## src/rtl/demux_pkg.sv

```systemverilog
// Shared definitions for the buffered 1-to-4 demultiplexer:
// channel encodings, FIFO sizing and the select decode.
package demux_pkg;

  typedef enum logic [1:0] {
    CH0 = 2'd0,
    CH1 = 2'd1,
    CH2 = 2'd2,
    CH3 = 2'd3
  } chan_e;

  localparam int FIFO_DEPTH = 2;
  localparam int COUNT_W    = 2;

  localparam logic [COUNT_W-1:0] COUNT_FULL  = 2'd2;
  localparam logic [COUNT_W-1:0] COUNT_EMPTY = 2'd0;

  // One-hot decode of a channel code; bit k set when sel targets channel k.
  function automatic logic [3:0] chan_decode(input logic [1:0] sel);
    logic [3:0] onehot;
    onehot = 4'b0000;
    case (chan_e'(sel))
      CH0: onehot = 4'b0001;
      CH1: onehot = 4'b0010;
      CH2: onehot = 4'b0100;
      CH3: onehot = 4'b1000;
      default: onehot = 4'b0000;
    endcase
    return onehot;
  endfunction

endpackage

```

## src/rtl/demux_chan_fifo.sv

```systemverilog
// Two-entry per-channel FIFO: 1-bit read/write pointers, 2-bit count.
// Push while full and pop while empty are ignored, so count stays within 0..2.
module demux_chan_fifo
  import demux_pkg::*;
#(
  parameter int size = 32
) (
  input  logic               clk,
  input  logic               rst,
  input  logic               push,
  input  logic               pop,
  input  logic [size-1:0]    data_in,
  output logic [size-1:0]    data_out,
  output logic [COUNT_W-1:0] count,
  output logic               full,
  output logic               empty
);

  logic [size-1:0] mem [FIFO_DEPTH];
  logic            wr_ptr;
  logic            rd_ptr;
  logic            push_ok;
  logic            pop_ok;

  assign full     = (count == COUNT_FULL);
  assign empty    = (count == COUNT_EMPTY);
  assign push_ok  = push && !full;
  assign pop_ok   = pop && !empty;
  assign data_out = mem[rd_ptr];

  always_ff @(posedge clk) begin
    if (rst) begin
      mem[0] <= '0;
      mem[1] <= '0;
      wr_ptr <= 1'b0;
      rd_ptr <= 1'b0;
      count  <= COUNT_EMPTY;
    end else begin
      if (push_ok) begin
        mem[wr_ptr] <= data_in;
        wr_ptr      <= ~wr_ptr;
      end
      if (pop_ok) begin
        rd_ptr <= ~rd_ptr;
      end
      // Simultaneous push and pop leaves the count unchanged.
      case ({push_ok, pop_ok})
        2'b10:   count <= count + 2'd1;
        2'b01:   count <= count - 2'd1;
        default: count <= count;
      endcase
    end
  end

endmodule

```

## src/rtl/demux_1to4_buf.sv

```systemverilog
// Buffered 1-to-4 demux: routes one valid/ready stream into four independent
// 2-entry channel FIFOs selected by select_i.
module demux_1to4_buf
  import demux_pkg::*;
#(
  parameter int size = 32
) (
  input  logic            clk_i,
  input  logic            rst_i,
  input  logic [size-1:0] data_i,
  input  logic [1:0]      select_i,
  input  logic            valid_i,
  output logic            ready_o,
  output logic [size-1:0] data0_o,
  output logic [size-1:0] data1_o,
  output logic [size-1:0] data2_o,
  output logic [size-1:0] data3_o,
  output logic            valid0_o,
  output logic            valid1_o,
  output logic            valid2_o,
  output logic            valid3_o,
  input  logic            ready0_i,
  input  logic            ready1_i,
  input  logic            ready2_i,
  input  logic            ready3_i,
  output logic [7:0]      occupancy_o
);

  logic [COUNT_W-1:0] count   [4];
  logic [size-1:0]    data_ch [4];
  logic [3:0]         full;
  logic [3:0]         empty;
  logic [3:0]         push_en;
  logic [3:0]         pop_req;

  // ready_o looks only at registered counts, never at the consumer readies.
  assign ready_o = !full[select_i];
  assign push_en = (valid_i && ready_o) ? chan_decode(select_i) : 4'b0000;
  assign pop_req = {ready3_i, ready2_i, ready1_i, ready0_i};

  for (genvar k = 0; k < 4; k++) begin : g_chan
    demux_chan_fifo #(.size(size)) u_fifo (
      .clk      (clk_i),
      .rst      (rst_i),
      .push     (push_en[k]),
      .pop      (pop_req[k]),
      .data_in  (data_i),
      .data_out (data_ch[k]),
      .count    (count[k]),
      .full     (full[k]),
      .empty    (empty[k])
    );
  end

  assign data0_o  = data_ch[0];
  assign data1_o  = data_ch[1];
  assign data2_o  = data_ch[2];
  assign data3_o  = data_ch[3];
  assign valid0_o = !empty[0];
  assign valid1_o = !empty[1];
  assign valid2_o = !empty[2];
  assign valid3_o = !empty[3];

  assign occupancy_o = {count[3], count[2], count[1], count[0]};

endmodule

```

## config.mk

```make
export PLATFORM = sky130hd
export DESIGN_NAME = demux_1to4_buf
export DESIGN_NICKNAME = d
export VERILOG_FILES = /design/src/rtl/demux_pkg.sv /design/src/rtl/demux_chan_fifo.sv /design/src/rtl/demux_1to4_buf.sv
export SDC_FILE = /design/constraint.sdc
export NUM_CORES = 1
export LEC_CHECK = 0
export ABC_AREA = 0
export BUFFER_PORTS_ARGS = -buffer_cell sky130_fd_sc_hd__buf_2
export CAP_MARGIN = 10
export CORE_UTILIZATION = 30
export CTS_BUF_LIST = sky130_fd_sc_hd__clkbuf_4 sky130_fd_sc_hd__clkbuf_8
export CTS_CLUSTER_SIZE = 25
export DETAILED_ROUTE_END_ITERATION = 6
export HOLD_SLACK_MARGIN = 0.15
export PLACE_DENSITY = 0.52
export SLEW_MARGIN = 40
export SYNTH_ARGS = -nofsm -noshare
export SYNTH_HDL_FRONTEND = slang
export SYNTH_HIERARCHICAL = 1
export SYNTH_SLANG_ARGS = --single-unit
```

## constraint.sdc

```tcl
create_clock -name clk_i -period 8.5 [get_ports clk_i]
set_clock_uncertainty 0.1 [all_clocks]
set_input_delay 1.7 -clock clk_i [delete_from_list [all_inputs] [get_ports clk_i]]
set_output_delay 1.7 -clock clk_i [all_outputs]
set_load 0.01 [all_outputs]
```

==> run summary, run 1 <==
CTS tree = done
Worst EP arrival = 2490 ps
Core Util, Final = 36.2%
Die area = 0.0417 mm^2
Clock Sinks = 276
Avg Vias per Cell = 4.56
Final Max Slew Viols = 0
DR WL/cell = 20.9 um
Area delta synth->final = 18.2%
Hold_buf cts = 0
Tmin final = 4290 ps
Count of different cell masters after synthesis = 26
Seq/Total Area, Yosys = 66.0%
TNS Setup = 0 ps
Post-synth EDFFs = 256
Crit path from = select_i[0]
Postcts setup bufs = 0
Count of final setup violators = 0
First-pass GRT wire length = 50300 um
Most frequent cells in the layout = nor2_1, edfxtp_1, buf_2, nand2b_1, mux2_2
Via Count = 7742
Max clock buf depth = 3
CTS clock-pin slew for the worst setup and hold paths = 60 ps
Top post-synthesis cells by area = edfxtp_1, mux2_2, nor2_1, nand2b_1, dfxtp_1
CP Max Fanout = 5
Worst rel slew slack = 49.5%
DR iter-0 viols = 483
Initial core utilization = 30.7%
Worst-Skew Late Latency = 540 ps
N_diodes = 0
Worst flop-to-flop path startpoint = g_chan[3].u_fifo/count[0]
CP Class = input pin to output pin
Area of the core = 0.0400 mm^2
Fill count = 3985
PostCTS Resize Cnt = 0
Commonest non-fill, non-tap cell in the layout = nor2_1
DRC = 0
CTS Root Cell = clkbuf_8
Synth top area share = 62.7%
Worst path required time = 6700 ps
Critical Path Sink Type = output pin
Maxcap violations = 0
Seq cells post-synth = 276
Tcrit/Tclk final = 50.5%
Num ports = 182
Port bufs = 181
HP Start = g_chan[3].u_fifo/wr_ptr
Number of CTS-inserted buffers = 47
DRT antenna net count = 0
Worst min-delay path class = flop to flop
Die W = 204 um
Measured slew at the worst slew-check pin = 758 ps
Ys Warns = 6
Routed Wire Length = 35400 um
Status = finished clean
Multi-input gate area = 0.00377 mm^2
Total grt overflow = 0
Worst-case vdd ir drop = 0.0822 mV
Syn nets = 992
Net count, final = 1183
DP HPWL = 22700 um
Final hold vios = 0
Row count = 73
Initial antenna violation count = 0
Max Clock Freq = 233 MHz
RSZ-0062 raised after global routing = no
Power density over the cells = 229 mW/mm^2
Worst setup SP type = input pin
LEAKAGE = 5.53 nW
Gr usage total = 16.9%
Synthesized instance count = 947
Post-synth top area cell = edfxtp_1
Mean post-synth cell area = 12.9 um^2
Reg area = 0.00809 mm^2
Post-Syn Area = 0.0123 mm^2
Vias in the first global route = 7547
Asr flop ratio synth = 0%
Gpl congestion = 0.724
H-tree level count = 2
Maximum number of pins on one net before global-route repair = 84
Layout cells sized above 1 = 35.5%
Commonest register cell after synthesis = edfxtp_1
First-pass detailed-route iteration total = 5
Die height = 204 um
## routing by layer
metal	routed length (um)	GRT usage [%]	vias up
met1	15300	22.2	3844
li1	-	-	3655
met3	1740	2.93	40
met4	690	4.82	0
met2	17700	28.6	203
met5	0	0	-
## synth_stat cells, types with 5 or more instances
master / n
clkbuf_1: 32
nor2_1: 268
or3_1: 8
dfxtp_1: 20
nand2_1: 5
a21oi_1: 8
mux2_2: 128
inv_1: 9
buf_6: 16
xnor2_1: 8
nand2b_1: 136
o21ai_0: 8
edfxtp_1: 256
buf_2: 12
## logic make-up (layout without fill, tap and decap cells)
kind of cell / count (synthesis) / after routing / synth area share, %
AND/OR/NAND/NOR: 433 / 433 / 16.6
flip-flops: 276 / 276 / 66.0
multiplexers: 129 / 129 / 11.9
buffers and inverters: 73 / 299 / 3.34
AO/OA/AOI/OAI: 20 / 20 / 0.898
XOR/XNOR: 12 / 12 / 0.857
adder cells (fa/ha/maj): 4 / 4 / 0.408
## cell type report
type | instances | share of cell area (%)
Clock inverter | 16 | 0.466
Tap cell | 525 | 4.53
Inverter | 13 | 0.337
Multi-Input combinational cell | 598 | 26.0
Clock buffer | 68 | 5.55
Sequential cell | 276 | 55.8
Timing Repair Buffer | 202 | 7.35
## metrics by stage
stage,power (mW),setup WS (ps),instance area [um^2],cells,hold slack (ps)
after floorplan,2.00,4440,12300,947,363
after global placement,2.24,3990,13600,1614,380
after detailed placement,2.25,3930,13600,1614,380
after CTS,3.37,4210,14500,1698,389
after global routing,3.47,4150,14500,1698,417
final,3.32,4210,14500,1698,391
## final timing paths
kind | to | slack (ps) | cells past startpoint
worst min register to register | g_chan[3].u_fifo/wr_ptr | 390 | 2
worst max register to register | g_chan[3].u_fifo/mem[0][13] | 5170 | 8
worst min-delay path | g_chan[3].u_fifo/wr_ptr | 390 | 2
worst max-delay path | ready_o | 4210 | 4
## sequential cells by signal (all words and copies together), names as in the netlist, named ones only
register,cells
g_chan.u_fifo/mem,256
g_chan.u_fifo/count,8
g_chan.u_fifo/wr_ptr,4
g_chan.u_fifo/rd_ptr,4
## where the power goes
part           leakage, nW  total, mW  switching (mW)  internal [mW]
logic                 2.24      0.598           0.349          0.249
clock network        0.465       1.12           0.513          0.605
registers             2.83       1.61          0.0388           1.57
## worst max-delay path: stages
cell,delay (ps)
buf_2,130
mux4_2,490
inv_1,60
buf_2,120
Power figures use the tool's default switching activity.
==> run 2: changes to the inputs <==
Settings changed: ABC_AREA 0 to 1.
Clock period 8.5 ns to 3.96 ns, I/O delays scaled along.
==> run summary, run 2 <==
Post-synth top area cell = edfxtp_1
Avg Vias per Cell = 4.24 (-7.0%)
Routed Wire Length = 30400 um (-14%)
CP max stage delay = 590 ps (+100 ps)
Fill count = 4057 (+1.8%)
Worst setup SP type = flop
Synth top area share = 61.2% (-1.4 points)
Tcrit/Tclk final = 72.0%
Vias in the first global route = 7424 (-1.6%)
Worst reg-to-reg setup slack = 1390 ps (-3780 ps)
Die height = 207 um (+1.2%)
Status = finished with violations
Placement Setup Slack = 917 ps (-3010 ps)
Area delta synth->final = 18.8%
Worst path required time = 3070 ps (-3630 ps)
DR WL/cell = 17.1 um (-18%)
Maxcap violations = 0 (unchanged)
Critical Path Sink Type = output pin
Measured slew at the worst slew-check pin = 599 ps (-159 ps)
DR iter-0 viols = 306 (-37%)
Tmin final = 2850 ps
Total grt overflow = 0 (unchanged)
Failing checks = design-rule violations
Ys Warns = 6 (unchanged)
Pwr Total = 6.91 mW (+110%)
Critical path's top delay family = flip-flops
Die area = 0.0427 mm^2 (+2.3%)
Worst EP arrival = 1960 ps (-530 ps)
Die W = 207 um (+1.2%)
DP HPWL = 20400 um (-10%)
Final cell count without fillers = 1775 (+4.5%)
RSZ-0062 raised after global routing = no
R2R depth = 12 (+4)
Final instance area = 0.0149 mm^2 (+2.9%)
Commonest register cell after synthesis = edfxtp_1
Post-synth top cells = edfxtp_1, inv_1, nor2_1, nor2_2, mux2_2
PostCTS Resize Cnt = 0 (unchanged)
Post-synth EDFFs = 256 (unchanged)
CP Max Fanout = 19 (+14)
LEAKAGE = 6.51 nW (+18%)
Mean post-synth cell area = 12.6 um^2 (-2.4%)
Gr usage total = 14.4% (-2.5 points)
Seq cells post-synth = 276 (unchanged)
Worst rel slew slack = 60.1% (+11 points)
Worst-case vdd ir drop = 0.234 mV (+180%)
Worst flop-to-flop path startpoint = g_chan[3].u_fifo/count[0]
Count of different cell masters after synthesis = 24 (-7.7%)
Biggest regs = g_chan.u_fifo/mem (256), g_chan.u_fifo/count (8)
Initial antenna violation count = 2 (+2)
Worst-Skew Late Latency = 560 ps (+20 ps)
Net count, final = 1249 (+5.6%)
Area of the core = 0.0410 mm^2 (+2.5%)
Row count = 74 (+1.4%)
HP Start = g_chan[3].u_fifo/rd_ptr
CTS Root Cell = clkbuf_8
Commonest non-fill, non-tap cell in the layout = edfxtp_1
Most frequent cells in the layout = edfxtp_1, buf_2, inv_1, nor2_1, nor2_2
R2r endpoint = g_chan[2].u_fifo/mem[1][28]
CP Class = flop to output pin
Worst setup endpoint = data3_o[31]
Core Util, Final = 36.4% (+0.13 points)
Via Count = 7523 (-2.8%)
Worst path depth = 3 (-1)
Syn nets = 1038 (+4.6%)
CTS clock-pin slew for the worst setup and hold paths = 50 ps (about the same)
Top post-synthesis cells by area = edfxtp_1, mux2_2, nor2_2, inv_1, nor2_1
Seq/Total Area, Yosys = 64.4% (-1.5 points)
H-tree level count = 2 (unchanged)
Postcts setup bufs = 0 (unchanged)
Port bufs = 181 (unchanged)
Placed cell count = 1685 (+4.4%)
Worst hold slack = 397 ps (+6.18 ps)
CTS tree = done
Worst setup margin = 1110 ps (-3100 ps)
Number of CTS-inserted buffers = 49 (+4.3%)
Num ports = 182 (unchanged)
Max clock buf depth = 3 (unchanged)
Most flop-heavy register = g_chan.u_fifo/mem
Layout cells sized above 1 = 45.0% (+9.5 points)
CP Buf/Inv Count = 2 (-1)
Slowest cell on the critical path = dfxtp_2
Initial core utilization = 30.6% (-0.048 points)
Count of final setup violators = 0 (unchanged)
First-pass GRT wire length = 45000 um (-10%)
Cell Area, Placed = 0.0139 mm^2 (+2.1%)
Synthesized instance count = 993 (+4.9%)
Asr flop ratio synth = 0% (unchanged)
DRC = 17 (+17)
Worst-path cell chain = buf_16, mux2_2, buf_2
Power density over the cells = 463 mW/mm^2 (+100%)
Final Max Slew Viols = 0 (unchanged)
DRT antenna net count = 0 (unchanged)
Clock Sinks = 276 (unchanged)
Max FFs per register = 256 (unchanged)
Hold_buf cts = 0 (unchanged)
Max Clock Freq = 351 MHz
Top-count cell post-synth = edfxtp_1
Worst min-delay path class = flop to flop
Maximum number of pins on one net before global-route repair = 34 (-60%)
First-pass detailed-route iteration total = 7 (+2)
Final hold vios = 0 (unchanged)
Gpl congestion = 0.745 (+2.9%)
Post-Syn Area = 0.0126 mm^2 (+2.4%)
TNS Setup = 0 ps (unchanged)
==> run 2: how the worst min path moves through the flow <==
stage,endpoint,cells after the start
after CTS,flop,2
after global placement,g_chan[0].u_fifo/rd_ptr,2
after global routing,flop,2
final,flop,2
after detailed placement,flop,2
after floorplan,flop,2
==> run 2: kinds of logic (layout without fill, tap and decap cells) <==
| kind of cell | Yosys count | after routing | synth area share, % |
|---|---|---|---|
| other | 0 | 1 | 0 |
| flip-flops | 276 | 276 | 64.4 |
| buffers and inverters | 205 | 454 | 7.92 |
| AND/OR/NAND/NOR | 368 | 368 | 15.3 |
| adder cells (fa/ha/maj) | 4 | 4 | 0.399 |
| AO/OA/AOI/OAI | 12 | 12 | 0.478 |
| multiplexers | 128 | 128 | 11.5 |
==> run 2: area by class of cell <==
cell class | instances | area (um^2) | area share, %
diodes | 1 | 2.50 | 0.0168
flip-flops and latches | 276 | 8090 | 54.2
repair buffers | 200 | 1070 | 7.16
multi-input cells | 512 | 3470 | 23.3
clock inverters | 21 | 170 | 1.14
inverters | 165 | 619 | 4.15
clock buffers | 68 | 830 | 5.56
well taps | 532 | 666 | 4.46
==> run 2: per-layer routing <==
metal	global-route usage (%)	vias up	wire length, um
met2	24.7	179	15100
li1	-	3679	-
met4	3.81	2	458
met1	18.1	3621	13100
met5	0	-	8
met3	3.58	42	1710
==> run 2: report_power, final <==
group	internal [mW]	switching [mW]
Combinational	0.320	0.499
Sequential	3.33	0.0687
Clock	1.55	1.15
==> run 2: tightest hold or removal path: cells and delay by family, from the launching register on <==
| family | cells | cell delay [ps] |
|---|---|---|
| simple gates | 2 | 150 |
| flops | 1 | 320 |
==> run 3: changes to the inputs <==
Settings changed: ABC_AREA 1 to 0.
Clock period 3.96 ns to 3 ns, I/O delays scaled along.
==> run summary, run 3 (same netlist as run 1, synthesis figures left out) <==
Most frequent cells in the layout = nor2_1, edfxtp_1, buf_2, nand2b_1, mux2_2
Worst-case vdd ir drop = 0.296 mV (+27%)
DR WL/cell = 21.0 um (+23%)
CTS Root Cell = clkbuf_8
PostCTS Resize Cnt = 0 (unchanged)
CP Class = flop to output pin
Postcts setup bufs = 0 (unchanged)
Hold_buf cts = 0 (unchanged)
Commonest non-fill, non-tap cell in the layout = nor2_1
Final hold vios = 0 (unchanged)
First-pass GRT wire length = 51100 um (+13%)
Count of final setup violators = 0 (unchanged)
Area delta synth->final = 20.8%
Avg Vias per Cell = 4.59 (+8.3%)
First-pass detailed-route iteration total = 4 (-3)
Layout cells sized above 1 = 36.8% (-8.2 points)
Worst EP arrival = 2000 ps (+40 ps)
Die W = 204 um (-1.2%)
Gpl congestion = 0.719 (-3.5%)
Sw Pwr = 2.61 mW (+52%)
CP Max Fanout = 6 (-13)
Initial antenna violation count = 0 (-2)
DR iter-0 viols = 399 (+30%)
Cell Area, Placed = 0.0138 mm^2 (-0.84%)
DRT antenna net count = 0 (unchanged)
Biggest regs = g_chan.u_fifo/mem (256), g_chan.u_fifo/count (8)
RSZ-0062 raised after global routing = no
Total grt overflow = 0 (unchanged)
LEAKAGE = 5.71 nW (-12%)
Via Count = 7884 (+4.8%)
Final cell count without fillers = 1717 (-3.3%)
H-tree level count = 2 (unchanged)
Worst rel slew slack = 62.3% (+2.2 points)
DP HPWL = 22600 um (+11%)
Internal Power = 7.30 mW (+40%)
Max Clock Freq = 371 MHz
Initial core utilization = 30.7% (+0.048 points)
Worst min-delay path class = input pin to flop
Critical Path Sink Type = output pin
Power share of the clock group = 36.6% (-2.4 points)
N_diodes = 0 (-1)
Tcrit/Tclk final = 89.9%
Max FFs per register = 256 (unchanged)
Placed cell count = 1629 (-3.3%)
Gr usage total = 17.4% (+2.9 points)
Maximum number of pins on one net before global-route repair = 34 (unchanged)
Net count, final = 1199 (-4.0%)
Worst path required time = 2300 ps (-770 ps)
Final Max Slew Viols = 0 (unchanged)
Num ports = 182 (unchanged)
Routed Wire Length = 36100 um (+19%)
Port bufs = 181 (unchanged)
CTS clock-pin slew for the worst setup and hold paths = 60 ps (about the same)
Area of the core = 0.0400 mm^2 (-2.5%)
Most flop-heavy register = g_chan.u_fifo/mem
DRC = 0 (-17)
Final instance area = 0.0148 mm^2 (-0.68%)
Worst setup SP type = flop
Tmin final = 2700 ps
Max clock buf depth = 3 (unchanged)
Worst-Skew Late Latency = 560 ps (about the same)
Number of CTS-inserted buffers = 48 (-2.0%)
Comb power frac = 17.8% (+5.9 points)
Die area = 0.0417 mm^2 (-2.3%)
Sequential share of power = 45.6% (-3.5 points)
Pwr Total = 9.91 mW (+43%)
Worst hold slack = 357 ps (-40.6 ps)
Measured slew at the worst slew-check pin = 558 ps (-40.8 ps)
Switch share = 26.3% (+1.5 points)
CTS tree = done
Die height = 204 um (-1.2%)
Clock Sinks = 276 (unchanged)
Row count = 73 (-1.4%)
Maxcap violations = 0 (unchanged)
Vias in the first global route = 7625 (+2.7%)
Status = finished clean
Power density over the cells = 669 mW/mm^2 (+44%)
TNS Setup = 0 ps (unchanged)
## run 3: cell count changes in the layout (fill, tap and decap cells not counted), sizes merged, moves of 5 or more
cell | before | now
buf | 200 | 217
clkbuf | 68 | 79
clkinv | 21 | 7
inv | 161 | 13
nand2 | 46 | 5
nand2b | 0 | 140
nand3 | 9 | 4
nand4 | 6 | 0
nor2 | 302 | 272
or3 | 0 | 8
xnor2 | 0 | 8
## run 3: power groups by stage
stage | clock (mW) | combinational [mW] | sequential (mW)
3_3_place_gp | 0 | 1.80 | 4.59
4_1_cts | 3.73 | 1.81 | 4.52
3_5_place_dp | 0 | 1.80 | 4.60
6_report | 3.63 | 1.76 | 4.52
5_1_grt | 3.88 | 1.91 | 4.55
2_1_floorplan | 0 | 1.06 | 4.60
## run 3: worst paths after layout
kind                                                start                           to  slack [ps]  depth (start not counted)
worst max-delay path            g_chan[3].u_fifo/count[0]                      ready_o         300                          5
worst min-delay path                                rst_i      g_chan[2].u_fifo/wr_ptr         360                          2
worst max register to register  g_chan[0].u_fifo/count[1]  g_chan[0].u_fifo/mem[0][13]         490                          7
worst min register to register    g_chan[3].u_fifo/wr_ptr      g_chan[3].u_fifo/wr_ptr         400                          2
## run 3: cell type report
| type | instances | area (um^2) |
|---|---|---|
| fill | 3948 | 25200 |
| timing repair buffer | 217 | 1240 |
| clock buffer | 79 | 931 |
| multi-input combinational | 598 | 3770 |
| clock inverter | 9 | 86.3 |
| sequential | 276 | 8090 |
| tap | 525 | 657 |
| inverter | 13 | 48.8 |
## run 3: critical path, stage by stage, from the launching register on
cell,delay (ps)
dfxtp_1,440
nand2b_2,230
inv_2,70
mux4_2,490
inv_1,70
buf_2,120
## run 3: metal layers
layer	vias to the layer above	GRT usage [%]	wire length (um)
met2	217	28.1	17400
met5	-	0	0
met1	3923	23.9	15900
li1	3690	-	-
met4	0	5.49	893
met3	54	2.55	1960
## run 3: through the flow
stage	setup WS (ps)	util [%]
4_1_cts	213	37.0
6_report	302	37.0
2_1_floorplan	124	-
3_3_place_gp	278	34.5
5_1_grt	185	37.0
3_5_place_dp	244	34.5
